===== config.mk =====
export PLATFORM = sky130hd
export DESIGN_NAME = bcd_alu_seq
export DESIGN_NICKNAME = d
export VERILOG_FILES = /design/src/rtl/bcd_alu_pkg.sv /design/src/rtl/bcd_dabble_seq.sv /design/src/rtl/bcd_alu_seq.sv
export SDC_FILE = /design/constraint.sdc
export NUM_CORES = 1
export LEC_CHECK = 0
export CORE_MARGIN = 5
export CORE_UTILIZATION = 65
export CTS_CLUSTER_SIZE = 24
export DETAILED_ROUTE_END_ITERATION = 6
export PLACE_DENSITY = 0.87
export SLEW_MARGIN = 20
export SYNTH_ARGS = -nofsm -noshare
export SYNTH_HDL_FRONTEND = slang
export SYNTH_HIERARCHICAL = 1
export SYNTH_SLANG_ARGS = --single-unit
export TNS_END_PERCENT = 30

===== constraint.sdc =====
create_clock -name clk -period 9.2 [get_ports clk]
set_clock_uncertainty 0.2 [all_clocks]
set_input_delay 0.92 -clock clk [delete_from_list [all_inputs] [get_ports clk]]
set_output_delay 0.92 -clock clk [all_outputs]
set_load 0.02 [all_outputs]

===== src/rtl/bcd_alu_pkg.sv =====
// Shared definitions for the sequential BCD ALU: op codes, FSM states and width helpers.
// The optional signed-subtract feature is enabled by defining BCD_ALU_SIGN_EN.
package bcd_alu_pkg;

  localparam logic [1:0] OP_ADD  = 2'b00;
  localparam logic [1:0] OP_SUB  = 2'b01;
  localparam logic [1:0] OP_PASS = 2'b10;
  localparam logic [1:0] OP_RSVD = 2'b11;

  typedef enum logic [2:0] {
    ST_IDLE     = 3'd0,
    ST_CONV_IN  = 3'd1,
    ST_EXEC     = 3'd2,
    ST_CONV_OUT = 3'd3,
    ST_DONE     = 3'd4
  } state_e;

  function automatic int pow10(input int n);
    int p;
    p = 32'sd1;
    for (int i = 0; i < n; i++) p = p * 32'sd10;
    return p;
  endfunction

  // Smallest width holding the largest possible add result, 2*10^DIGITS.
  function automatic int bin_width(input int digits);
    longint lim;
    int     w;
    lim = 64'sd2 * longint'(pow10(digits));
    w   = 32'sd1;
    while ((64'sd1 << w) < lim) w = w + 32'sd1;
    return w;
  endfunction

endpackage


===== src/rtl/bcd_dabble_seq.sv =====
// Iterative double-dabble: binary to packed BCD, one shift per cycle, BIN_W cycles per load.
// done_o flags the cycle in which the final shift is taken; bcd_o is final after that edge.
module bcd_dabble_seq #(
  parameter int DIGITS = 4,
  parameter int BIN_W  = 15
) (
  input  logic                  clk,
  input  logic                  rst,
  input  logic                  load_i,
  input  logic [BIN_W-1:0]      bin_i,
  output logic [4*DIGITS-1:0]   bcd_o,
  output logic                  done_o
);

  localparam int NW    = 4 * DIGITS;
  localparam int SH_W  = NW + BIN_W;
  localparam int CNT_W = $clog2(BIN_W + 1);
  localparam logic [CNT_W-1:0] CNT_INIT = CNT_W'(BIN_W);

  logic [SH_W-1:0]  sh_q;
  logic [SH_W-1:0]  sh_d;
  logic [CNT_W-1:0] cnt_q;

  function automatic logic [NW-1:0] add3(input logic [NW-1:0] b);
    logic [NW-1:0] r;
    r = b;
    for (int i = 0; i < DIGITS; i++)
      r[4*i +: 4] = (r[4*i +: 4] >= 4'd5) ? (r[4*i +: 4] + 4'd3) : r[4*i +: 4];
    return r;
  endfunction

  // Correct every BCD digit, then shift the whole register left by one.
  always_comb begin
    sh_d = {add3(sh_q[SH_W-1 -: NW]), sh_q[BIN_W-1:0]};
    sh_d = {sh_d[SH_W-2:0], 1'b0};
  end

  // Load a new value or step the conversion while shifts remain.
  always_ff @(posedge clk) begin
    if (rst) begin
      sh_q  <= '0;
      cnt_q <= '0;
    end else if (load_i) begin
      sh_q  <= {{NW{1'b0}}, bin_i};
      cnt_q <= CNT_INIT;
    end else if (cnt_q != '0) begin
      sh_q  <= sh_d;
      cnt_q <= cnt_q - CNT_W'(1);
    end
  end

  assign bcd_o  = sh_q[SH_W-1 -: NW];
  assign done_o = (cnt_q == CNT_W'(1));

endmodule


===== src/rtl/bcd_alu_seq.sv =====
// Sequential BCD ALU: BCD->binary, add/sub/pass, binary->BCD via double-dabble.
// Define BCD_ALU_SIGN_EN to return |num1-num2| with neg=1 instead of an error.
module bcd_alu_seq
  import bcd_alu_pkg::*;
#(
  parameter int DIGITS = 4
) (
  input  logic                clk,
  input  logic                rst,
  input  logic                start,
  input  logic [1:0]          op,
  input  logic [4*DIGITS-1:0] num1,
  input  logic [4*DIGITS-1:0] num2,
  output logic                busy,
  output logic                done,
  output logic [4*DIGITS-1:0] res,
  output logic                ovf,
  output logic                neg,
  output logic                err
);

  localparam int NW    = 4 * DIGITS;
  localparam int BIN_W = bin_width(DIGITS);
  localparam int CW    = (DIGITS > 1) ? $clog2(DIGITS) : 1;
  localparam logic [BIN_W-1:0] LIMIT = BIN_W'(pow10(DIGITS));

  state_e           state_q;
  logic [1:0]       op_q;
  logic [NW-1:0]    n1_q, n2_q, res_q;
  logic [BIN_W-1:0] acc1_q, acc2_q, acc1_d, acc2_d;
  logic [CW-1:0]    dig_cnt_q;
  logic             bad_q, bad_d;
  logic             busy_q, done_q, ovf_q, neg_q, err_q;
  logic             ovf_p_q, neg_p_q, err_p_q;
  logic [3:0]       dig1_s, dig2_s;
  logic [BIN_W-1:0] sum_s, exec_bin_d;
  logic             exec_ovf_d, exec_neg_d, exec_err_d;
  logic             dab_load_s, dab_done_s;
  logic [NW-1:0]    dab_bcd_s;

  // Horner step on the current most significant digit of each operand.
  always_comb begin
    dig1_s = n1_q[NW-1 -: 4];
    dig2_s = n2_q[NW-1 -: 4];
    acc1_d = (acc1_q << 3) + (acc1_q << 1) + BIN_W'(dig1_s);
    acc2_d = (acc2_q << 3) + (acc2_q << 1) + BIN_W'(dig2_s);
    bad_d  = bad_q | (dig1_s > 4'd9) | (dig2_s > 4'd9);
  end

  // Arithmetic performed in the EXEC cycle.
  always_comb begin
    sum_s      = acc1_q + acc2_q;
    exec_bin_d = '0;
    exec_ovf_d = 1'b0;
    exec_neg_d = 1'b0;
    exec_err_d = 1'b0;
    case (op_q)
      OP_ADD: begin
        if (sum_s >= LIMIT) begin
          exec_bin_d = sum_s - LIMIT;
          exec_ovf_d = 1'b1;
        end else begin
          exec_bin_d = sum_s;
        end
      end
      OP_SUB: begin
        if (acc1_q >= acc2_q) begin
          exec_bin_d = acc1_q - acc2_q;
        end else begin
`ifdef BCD_ALU_SIGN_EN
          exec_bin_d = acc2_q - acc1_q;
          exec_neg_d = 1'b1;
`else
          exec_err_d = 1'b1;
`endif
        end
      end
      OP_PASS: exec_bin_d = acc1_q;
      default: exec_err_d = 1'b1;
    endcase
  end

  assign dab_load_s = (state_q == ST_EXEC) && !exec_err_d;

  bcd_dabble_seq #(.DIGITS(DIGITS), .BIN_W(BIN_W)) u_dabble (
    .clk    (clk),
    .rst    (rst),
    .load_i (dab_load_s),
    .bin_i  (exec_bin_d),
    .bcd_o  (dab_bcd_s),
    .done_o (dab_done_s)
  );

  // Control FSM with registered outputs; results publish on leaving DONE.
  always_ff @(posedge clk) begin
    if (rst) begin
      state_q   <= ST_IDLE;
      op_q      <= OP_ADD;
      n1_q      <= '0;
      n2_q      <= '0;
      acc1_q    <= '0;
      acc2_q    <= '0;
      dig_cnt_q <= '0;
      bad_q     <= 1'b0;
      ovf_p_q   <= 1'b0;
      neg_p_q   <= 1'b0;
      err_p_q   <= 1'b0;
      busy_q    <= 1'b0;
      done_q    <= 1'b0;
      res_q     <= '0;
      ovf_q     <= 1'b0;
      neg_q     <= 1'b0;
      err_q     <= 1'b0;
    end else begin
      case (state_q)
        ST_IDLE: begin
          done_q <= 1'b0;
          if (start) begin
            n1_q      <= num1;
            n2_q      <= num2;
            op_q      <= op;
            acc1_q    <= '0;
            acc2_q    <= '0;
            bad_q     <= 1'b0;
            ovf_p_q   <= 1'b0;
            neg_p_q   <= 1'b0;
            err_p_q   <= 1'b0;
            dig_cnt_q <= CW'(DIGITS - 1);
            busy_q    <= 1'b1;
            state_q   <= ST_CONV_IN;
          end
        end
        ST_CONV_IN: begin
          acc1_q <= acc1_d;
          acc2_q <= acc2_d;
          bad_q  <= bad_d;
          n1_q   <= n1_q << 4;
          n2_q   <= n2_q << 4;
          if (dig_cnt_q == '0) begin
            err_p_q <= bad_d;
            state_q <= bad_d ? ST_DONE : ST_EXEC;
          end else begin
            dig_cnt_q <= dig_cnt_q - CW'(1);
          end
        end
        ST_EXEC: begin
          ovf_p_q <= exec_ovf_d;
          neg_p_q <= exec_neg_d;
          err_p_q <= exec_err_d;
          state_q <= exec_err_d ? ST_DONE : ST_CONV_OUT;
        end
        ST_CONV_OUT: begin
          if (dab_done_s) state_q <= ST_DONE;
        end
        ST_DONE: begin
          done_q  <= 1'b1;
          busy_q  <= 1'b0;
          res_q   <= err_p_q ? '0 : dab_bcd_s;
          ovf_q   <= ovf_p_q & ~err_p_q;
          neg_q   <= neg_p_q & ~err_p_q;
          err_q   <= err_p_q;
          state_q <= ST_IDLE;
        end
        default: state_q <= ST_IDLE;
      endcase
    end
  end

  assign busy = busy_q;
  assign done = done_q;
  assign res  = res_q;
  assign ovf  = ovf_q;
  assign neg  = neg_q;
  assign err  = err_q;

endmodule


* Word-level counts from Yosys, hierarchy flattened *
Index checks and enable logic that the tools add are counted.
W data, S select, Z words.

storage, ports and cells
  flip-flop bits (word level) = 129
  bits of input ports = 37
  output and inout bits = 21

cells by class
  add/subtract/negate cells = 13
  $lt $le $gt $ge = 8
  equality and inequality tests = 11
  mux-type cells = 41
  bitwise operators = 5
  reductions and logical operators = 20

operator list
  operator                  number
  $mux W15                  5
  $pmux W16 S2              2
  $pmux W15 S2              2
  $mux W16                  3
  $add A15 B15 Y15          3
  $pmux W15 S3              1
  $add A15 B4 Y15           2
  $mux W4                   5
  $mux W3                   6
  $ge A4 B3 Y1 const B      4
  $ge A15 B14 Y1 const B    1
  $ge A15 B15 Y1            1
  $sub A15 B14 Y15 const B  1
  $sub A15 B15 Y15          1
  $add A4 B2 Y4 const B     3
  $pmux W1 S2               6
  $pmux W3 S4               1
  $reduce_and A3 Y1         3
  $gt A4 B4 Y1 const B      2
  $ne A2 B2 Y1 const B      4
  $reduce_and A2 Y1         4
  $reduce_bool A2 Y1        4
  $eq A3 B2 Y1 const B      2
  $mux W1                   6
  21 further kinds          26

* Logic depth before layout (Yosys ltp) *
  word-level depth = 6
  mapped depth = 18

* Modules after synthesis *
Netlist, hierarchy kept.

by module, submodules not included
  module          times used  cells an instance  area an instance (sq um)
  bcd_alu_seq     1           882                7,004.2
  bcd_dabble_seq  1           235                1,826.8

* Least setup slack after synthesis *
OpenSTA, ideal clock, no wires.

  path type = register to register
  from = register acc2_q[1]
  to = register u_dabble.sh_q[21]
  arrival time = 3.362 ns
  required time = 8.938 ns
  path slack = 5.576 ns
  cell stages (with the launch flop) = 16
  path buffers = 3
  cell sequence = dfxtp_1 inv_1 ha_1 nor2b_1 o31a_1 nor4_1 o21ai_0 a221o_1 a21o_1 nor2b_1 buf_6 or2_1 buf_6 buf_6 or4_1 nand3_1

between the ends
  word-level cells in the longest chain between the ends = 6

RTL lines
  element                            line                  RTL
  from (decl)                        bcd_alu_seq.sv:30     logic [BIN_W-1:0] acc1_q, acc2_q, acc1_d, acc2_d;
  from (signal assigned)             bcd_alu_seq.sv:102    acc2_q <= '0;
  from (signal assigned)             bcd_alu_seq.sv:123    acc2_q <= '0;
  from (signal assigned)             bcd_alu_seq.sv:135    acc2_q <= acc2_d;
  $ge A15 B15 Y1                     bcd_alu_seq.sv:67     if (acc1_q >= acc2_q) begin
  $mux W1                            bcd_alu_seq.sv:67
  $pmux W1 S2                        bcd_alu_seq.sv:57     case (op_q)
  $logic_not A1 Y1                   bcd_alu_seq.sv:83     assign dab_load_s = (state_q == ST_EXEC) && !exec_err_d;
  $logic_and A1 B1 Y1                bcd_alu_seq.sv:83
  named net dab_load_s               bcd_alu_seq.sv:38     logic dab_load_s, dab_done_s;
  $reduce_or A2 Y1 (no source line)  -
  to (signal assigned)               bcd_dabble_seq.sv:44  sh_q <= {{NW{1'b0}}, bin_i};
  to (decl)                          bcd_dabble_seq.sv:20  logic [SH_W-1:0] sh_q;

The timed path passes the listed nets, and every way through them passes these cells.
A chain may end at the register's enable or synchronous reset.

* Worst setup path after layout *
  from = register acc2_q[1]
  to = register u_dabble.sh_q[23]

Same word-level chain as after synthesis.

==> summary.txt <==
Outcome: finished, final reports clean
Clk Tree Root Cell: clkbuf_16
Post-synth EDFFs: 0
Place WS: 4.99 ns
Post-route non-filler standard cell count: 1,320
Post-DR wirelength/cell: 16.6 um
CP Data Arrival Time: 4.41 ns
Post-CTS Resized: 0
Die W: 127 um
Fraction of registers with async set/reset: 0%
Clock net sink count: 127
Min Tclk post-route: 4.25 ns
Largest net degree at the start of global routing: 62
Post-CTS Setup Repair Bufs: 0
CTS tree: done
Fin. Hold Viols: 0
Clk buf depth: 2
Row count: 42
R2R Path Start: acc2_q[1]$_SDFFE_PP0P_
Nets: 1,265
Total Wirelength: 21,900 um
Area of the mapped netlist: 8830 um2
Ys Warns: 6
Hold Crit Class: reg2reg
Routed vias/inst: 6.25
DRT antenna net count: 0
Peak VDD IR: 174 uV
GRT Overall Usage: 27.5%
Diode count: 0
Post-Synthesis Cells: 1,117
Buffers added on ports: 56
RSZ-0062 raised after global routing: no
Top FF cell, synth: dfxtp_1
Critical path type: reg2reg
Tcrit/Tclk final: 46.2%
R2r endpoint: u_dabble/sh_q[23]$_SDFFE_PP0P_
Die footprint: 16,000 um2
Fin worst setup slack: 4.95 ns
Crit-path max FO: 38
Max-slew headroom: 26.0%
FMAX: 235 MHz
Share of layout cells above drive strength 1: 6.29%
First-pass DRT Iterations: 5
Post-synthesis sequential area ratio: 28.8%
#FFs+latches synth: 127
Die height: 127 um
Fin. max-slew vios: 0
Initial antenna violation count: 0
Synth unique cells: 79
Setup slack, reg-to-reg: 4.95 ns
CP required: 9.36 ns
Worst-Skew Late Latency: 0.43 ns
Mean Syn Cell Area: 7.91 um2
Leak pwr: 3.98 nW
Hold slack: 0.254 ns
Vias in the first global route: 7,971
Worst setup endpoint: u_dabble/sh_q[23]$_SDFFE_PP0P_
Routed via count: 8,248
Util after Layout: 75.3%
Post-route cell area: 10,000 um2
Critical path endpoint category: flip-flop
Area Growth Syn to Fin: 13.4%
I/O pin cnt: 58
Max-cap violations: 0
Hold depth: 2
Power Dens Cells: 203 nW/um2
CTS buffer count: 17
Area post-placement: 9370 um2
Initial Utilization: 66.4%
Crit path launch: acc2_q[1]$_SDFFE_PP0P_
Worst Tran Pin Value: 1.11 ns
First-iteration detailed-routing DRC count: 616
Post-Syn Nets: 1,251
R2R depth: 13
Remaining global-route overflow: 0
Pwr Total: 2.03 mW
Min-delay src: n1_q[10]$_SDFFE_PP0P_
Fill cells: 958
Worst Setup Start Kind: flip-flop
Core area: 13,300 um2
DRC Markers: 0
CTS H-tree depth: 4
DPL Wire Length: 15,000 um
Final setup fails: 0
Clock Pin Slew Worst Setup and Hold Paths: 0.06 ns
CTS Hold Bufs: 0
Fin Setup TNS: 0 ns
First-pass GRT wire length: 37,100 um
Gpl congestion: 1.00
Placed insts: 1,288
-- Yosys cell counts (all sizes together), types with 7 or more instances --
| cell type | instances | area (um2) |
|---|---|---|
| a22o | 7 | 61.3 |
| a211oi | 9 | 77.6 |
| ha | 91 | 1140 |
| nand2 | 117 | 439 |
| clkbuf | 56 | 210 |
| dfxtp | 127 | 2540 |
| nor2 | 82 | 310 |
| nor2b | 10 | 62.6 |
| o31ai | 8 | 80.1 |
| nand3 | 45 | 225 |
| nand2b | 8 | 50.1 |
| nor3b | 24 | 185 |
| nand3b | 8 | 60.1 |
| or3 | 7 | 43.8 |
| a22oi | 31 | 233 |
| a31oi | 17 | 106 |
| buf | 13 | 92.6 |
| and3 | 7 | 43.8 |
| inv | 60 | 225 |
| a21oi | 134 | 674 |
| o21ai | 40 | 200 |
| nor3 | 26 | 130 |
| a21o | 24 | 180 |
| nand4 | 16 | 100 |
| o21a | 10 | 76.3 |
| or4 | 12 | 93.8 |
| xnor2 | 31 | 272 |
| xor2 | 7 | 61.3 |
| and2 | 7 | 43.8 |
-- area by class of cell --
cell class | count | area (um2) | share of cell area, %
tap | 176 | 220 | 2.20
clock buffer | 17 | 425 | 4.25
multi-input combinational | 861 | 5770 | 57.7
inverter | 60 | 225 | 2.25
sequential | 127 | 2540 | 25.4
clock inverter | 15 | 206 | 2.06
timing repair buffer | 64 | 618 | 6.17
-- power by group --
group	switching (mW)	internal [mW]
Combinational	0.399	0.226
Sequential	0.0704	0.609
Clock	0.266	0.457
-- state kept, by name, summed over array words and instances (netlist names), 2 cells and up --
| register | flops |
|---|---|
| u_dabble/sh_q | 31 |
| n1_q | 16 |
| n2_q | 16 |
| res | 16 |
| acc1_q | 15 |
| acc2_q | 15 |
| u_dabble/cnt_q | 4 |
| state_q | 3 |
| dig_cnt_q | 2 |
| op_q | 2 |
-- worst min-delay path by stage --
| stage | to | slack [ns] |
|---|---|---|
| after global routing | bad_q$_SDFFE_PP0P_ | 0.28 |
| final | n1_q[10]$_SDFFE_PP0P_ | 0.25 |
| after detailed placement | n2_q[7]$_SDFFE_PP0P_ | 0.25 |
| after global placement | bad_q$_SDFFE_PP0P_ | 0.24 |
| after floorplan | bad_q$_SDFFE_PP0P_ | 0.23 |
| after CTS | n1_q[10]$_SDFFE_PP0P_ | 0.26 |
-- per-layer routing --
layer | vias to the layer above | share of wire (%) | global-route usage, %
met5 | - | 0 | 0
li1 | 4057 | - | -
met3 | 47 | 6.4 | 5.34
met1 | 3857 | 43 | 34.9
met4 | 0 | 2.3 | 11.2
met2 | 287 | 48 | 46.0
-- cells by family (layout without fill, tap and decap cells) --
kind of cell / count (synthesis) / after routing / share of synthesized area, %
AO/OA/AOI/OAI: 333 / 333 / 24.8
multiplexers: 7 / 7 / 0.822
adder cells (fa/ha/maj): 97 / 97 / 14.3
buffers and inverters: 129 / 156 / 5.98
AND/OR/NAND/NOR: 385 / 385 / 21.6
flip-flops: 127 / 127 / 28.8
XOR/XNOR: 38 / 38 / 3.77
other: 1 / 1 / 0.0425
-- critical path, cell delays in order (launching register included) --
cell and delay (ns):
dfxtp_1 0.42, inv_1 0.14, ha_1 0.32, nor2b_1 0.15, o31a_1 0.28, nor4_1 0.20, o21ai_0 0.24, a221o_1 0.45
a21o_1 0.22, nor2b_2 0.14, buf_4 0.24, nor2_1 0.80, o21ai_0 0.22, a21oi_1 0.16
-- placed cells by master (no fill, tap or decap), types with 31 or more instances in the layout --
master           synthesis  layout
a21oi_1                133     133
dfxtp_1                127     127
nand2_1                117     116
ha_1                    91      91
nor2_1                  81      80
inv_1                   57      57
clkdlybuf4s50_1          0      55
nand3_1                 45      45
o21ai_0                 35      35
xnor2_1                 31      31
a22oi_1                 31      31
Power figures use the tool's default switching activity.
